===== src/rtl/acc_tx.sv =====
// acc_tx: reads the accumulator out MSB byte first and sends each byte as an 8N1 UART frame.
// Latency: tx falls two edges after start is raised; a dump takes 1 + NBYTES*(10*CLKS_PER_BIT+1) cycles.
// Backpressure: none; start is ignored while busy, and data is sampled once per byte in LOAD.
//
// Ports:
//   clk    rising-edge clock
//   rst    synchronous active-high reset
//   start  dump request, sampled in IDLE only
//   data   accumulator byte currently selected by sel
//   sel    byte select to the accumulator, NBYTES-1 down to 0
//   tx     UART serial output, idle high
//   busy   high while a dump is in progress
//   done   one-cycle pulse after the final stop bit
module acc_tx #(
   parameter int CLKS_PER_BIT = 434,
   parameter int NBYTES       = 16
) (
   input  logic       clk,
   input  logic       rst,
   input  logic       start,
   input  logic [7:0] data,
   output logic [3:0] sel,
   output logic       tx,
   output logic       busy,
   output logic       done
);

   localparam int BW = $clog2(CLKS_PER_BIT);
   localparam logic [BW-1:0] BAUD_MAX = BW'(CLKS_PER_BIT - 1);

   typedef enum logic [2:0] {
      IDLE,
      LOAD,
      START,
      DATA,
      STOP
   } state_t;

   state_t          state;
   logic [BW-1:0]   baud;
   logic [2:0]      bitc;
   logic [7:0]      shreg;

   always_ff @(posedge clk) begin
      if (rst) begin
         state <= IDLE;
         baud  <= '0;
         bitc  <= '0;
         shreg <= '0;
         sel   <= '0;
         tx    <= 1'b1;
         busy  <= 1'b0;
         done  <= 1'b0;
      end else begin
         done <= 1'b0;
         case (state)
            IDLE: begin
               tx   <= 1'b1;
               baud <= '0;
               bitc <= '0;
               if (start) begin
                  sel   <= 4'(NBYTES - 1);
                  busy  <= 1'b1;
                  state <= LOAD;
               end
            end

            // sel settled last cycle, so data is valid even through a
            // combinational select path in the accumulator.
            LOAD: begin
               shreg <= data;
               tx    <= 1'b0;
               baud  <= '0;
               state <= START;
            end

            START: begin
               if (baud == BAUD_MAX) begin
                  baud  <= '0;
                  bitc  <= '0;
                  tx    <= shreg[0];
                  state <= DATA;
               end else begin
                  baud <= baud + BW'(1);
               end
            end

            // shreg[0] is the bit on the line; at each boundary the next
            // bit (shreg[1]) is launched while the register shifts right.
            DATA: begin
               if (baud == BAUD_MAX) begin
                  baud <= '0;
                  if (bitc == 3'd7) begin
                     tx    <= 1'b1;
                     state <= STOP;
                  end else begin
                     tx    <= shreg[1];
                     shreg <= shreg >> 1;
                     bitc  <= bitc + 3'd1;
                  end
               end else begin
                  baud <= baud + BW'(1);
               end
            end

            // sel only moves here, so it is stable across every frame and
            // stops at 0 rather than wrapping.
            STOP: begin
               if (baud == BAUD_MAX) begin
                  baud <= '0;
                  if (sel != 4'd0) begin
                     sel   <= sel - 4'd1;
                     state <= LOAD;
                  end else begin
                     done  <= 1'b1;
                     busy  <= 1'b0;
                     state <= IDLE;
                  end
               end else begin
                  baud <= baud + BW'(1);
               end
            end

            default: state <= IDLE;
         endcase
      end
   end

endmodule

===== config.mk =====
export PLATFORM = sky130hd
export DESIGN_NAME = acc_tx
export DESIGN_NICKNAME = d
export VERILOG_FILES = /design/src/rtl/acc_tx.sv
export SDC_FILE = /design/constraint.sdc
export NUM_CORES = 1
export LEC_CHECK = 0
export ABC_AREA = 1
export BUFFER_PORTS_ARGS = -buffer_cell sky130_fd_sc_hd__buf_4
export CAP_MARGIN = 20
export CORE_UTILIZATION = 40
export CTS_CLUSTER_SIZE = 20
export DETAILED_ROUTE_END_ITERATION = 6
export PLACE_DENSITY = 0.63
export SETUP_SLACK_MARGIN = 0.1
export SYNTH_ARGS = -nofsm -noshare
export SYNTH_HDL_FRONTEND = slang
export SYNTH_SLANG_ARGS = --single-unit

===== constraint.sdc =====
create_clock -name clk -period 1.25 [get_ports clk]
set_input_delay 0.375 -clock clk [delete_from_list [all_inputs] [get_ports clk]]
set_output_delay 0.375 -clock clk [all_outputs]
set_load 0.05 [all_outputs]

==> flow_summary.ini <==
[outcome]
outcome = finished, violations left
violations = setup timing

[power]
vdd_drop_max_mv = 1.39
powerDensity_mw_per_mm2 = 2180
power_leakage_nw = 1.12

[yosys]
netlist_instances = 238
ys_ff_latch = 30
yosysTopAreaCell = dfxtp_1
async_flop_share = 0
avgSynthCellArea_um2 = 6.76
yosysTopAreaCellShare = 0.373
synth.distinct_cells = 24
ys_seq_area_frac = 0.373
synth_ff_type = dfxtp_1
syn_nets = 255
yosysWarnings = 0
ys_top_cells_by_area = dfxtp_1, nand2_1, nor2_1, nand3_1, a21oi_1
syn-cell-area_mm2 = 0.00161
synth_enable_flop_cells = 0

[setup_path]
crit_top_cell = nand2_4
crit_required_ps = 1460
r2r.worst_path.cells = 9
startpoint_type = flip-flop
path_class = reg2reg
critical-path-top-delay-family = simple AND/OR/NAND/NOR gates
r2r_end = baud[2]
rr_startpoint = baud[1]
worstPathArrival_ps = 1580
cp_slowest_stage_delay_ps = 350
crit_slowest_cell = dfxtp_2
endpoint_kind = flip-flop
path_cells = inv_2, ha_4, nand2_4, nor2_4, nand2_4, o21ai_4, nand2_4, nand2_4, nor3_2
rrSetupSlack_ps = -110
path_buf_inv = 1
crit_fanout = 6

[floorplanning]
fp.dieH_um = 65.4
die_w_um = 65.4
core-area_mm2 = 0.00377
die_area_mm2 = 0.00428
ioPinCount = 18
start_util = 0.427
fp-row-count = 22

[timing]
fmax_ghz = 0.734
slew_viol_final = 0
hold_ws_ps = 441
tightest_slew_ps = 308
maxSlewHeadroom = 0.793
fin_crit_sh = 1.09
hold_viol = 0
period_needed_ps = 1360
rsz0062_at_grt = yes
finalWorstSetupSlack_ps = -112
finalClockSkew_ps = 6.73
finalSetupViolations = 27

[placed_design]
dp_hpwl_mm = 2.56
gp_congestion = 0.854
pre_cts_ws_ps = -85.8
io_buffers = 17

[routing]
dr.max_layer_used = met4
wl_met2_mm = 1.92
wl_met3_um = 123
drt_wl_total_mm = 3.83
drc = 0
drtIter0Drc = 42
vias_per_cell = 4.76
avgRoutedWirePerCell_um = 11.2
firstDrtPassIters = 4
vias = 1628
m1WireLength_mm = 1.72
ant_nets = 0

[clock_tree]
cts.sinks = 30
clock_latency_ps = 280
cts_tree = built
hold_buffers = 0
cts_buffers = 5
htree_levels = 2
cts-root-buf = clkbuf_8
clk_transition_reported_paths_ps = 60
cts_buffer_depth = 2

[layout]
nets = 310
num-fill-cells = 314
n_antenna_cell = 0
mostFrequentLayoutCells = nand2_1, buf_4, nor2_1, dfxtp_1, inv_1
syn_to_final_growth_pct = 54.9
drive_gt1_frac = 0.466
final_common_cell = nand2_1

[worst_hold_path]
worstHoldEndpoint = shreg[7]
hp-class = in2reg
min_from = data[7]
whs_path_depth = 4

[global_routing]
grt_antenna_before_repair = 0
grt_pass1_wl_mm = 6.16
grt_max_degree = 14
grt_overflow = 0
first_global_vias = 1486
track_usage = 0.185

[run]
cap_viol_max_count = 0
-- final cells by class --
type | count | area [um2] | share of cell area
Multi-Input combinational cell | 185 | 1200 | 0.483
Sequential cell | 30 | 627 | 0.252
Timing Repair Buffer | 49 | 420 | 0.169
Inverter | 22 | 90.1 | 0.0361
Clock buffer | 7 | 86.3 | 0.0346
Tap cell | 48 | 60.1 | 0.0241
Clock inverter | 1 | 5.00 | 0.00201
-- through the flow --
stage	total power [mW]	cell area (um2)	setup TNS, ps	utilization	instances
2_1_floorplan	3.22	1700	0	-	238
3_3_place_gp	3.82	2070	-985	0.548	327
3_5_place_dp	3.84	2070	-1600	0.548	327
4_1_cts	4.95	2260	-1740	0.600	339
5_1_grt	5.88	2490	-3560	0.661	342
6_report	5.43	2490	-1720	0.661	342
-- state kept, by name, indices dropped and copies added (netlist names) --
register / count
busy: 1
tx: 1
state: 3
sel: 4
bitc: 3
baud: 9
shreg: 8
done: 1
-- cells in the mapped netlist (all sizes together) (2+ instances only) --
cell type	instances
xor2	7
o21ai	7
or2	2
nor3	3
buf	2
nand2	81
nor2	39
nand3	20
inv	21
dfxtp	30
ha	6
a21oi	16
-- where the power goes --
part | internal [mW] | switching (mW)
clock network | 0.443 | 0.353
registers | 1.28 | 0.264
logic | 1.29 | 1.80
-- cells by family (layout without fill, tap and decap cells) --
logic type | count (synthesis) | count (layout) | synth area share
XOR/XNOR | 7 | 7 | 0.0381
buffers and inverters | 25 | 79 | 0.0653
AND/OR/NAND/NOR | 146 | 148 | 0.393
adder cells (fa/ha/maj) | 6 | 6 | 0.0467
flip-flops | 30 | 30 | 0.373
AO/OA/AOI/OAI | 24 | 24 | 0.0832
-- worst reg2reg max path, delay by kind of cell, from the launching register on --
kind | cells | cell delay, ps
AO/OA/AOI/OAI | 1 | 110
adder cells (fa/ha/maj) | 1 | 150
buffers and inverters | 1 | 50
flip-flops | 1 | 350
AND/OR/NAND/NOR | 6 | 630
-- repair_timing --
item / in CTS / in global routing
cloned: 1 / 1
gates resized for setup: 21 / 51
endpoints found under the setup margin: 36 / 37
pin swaps: 4 / 21
setup buffers: 3 / 2
-- routing by layer --
metal / vias up / GRT usage
li1: 867 / -
met1: 730 / 0.230
met2: 23 / 0.307
met3: 8 / 0.0486
met4: 0 / 0.0652
met5: - / 0
-- how the worst max path moves through the flow --
stage                        from      end  slack [ps]  depth (start not counted)
final                     baud[1]  baud[2]        -110                          9
after global routing      baud[1]   sel[2]        -180                         10
after CTS                 baud[1]       tx         -90                          9
after detailed placement  baud[1]   sel[2]         -90                          9
after global placement    baud[1]       tx         -60                          9
after floorplan           baud[1]       tx          30                          9
Power figures use the tool's default switching activity.
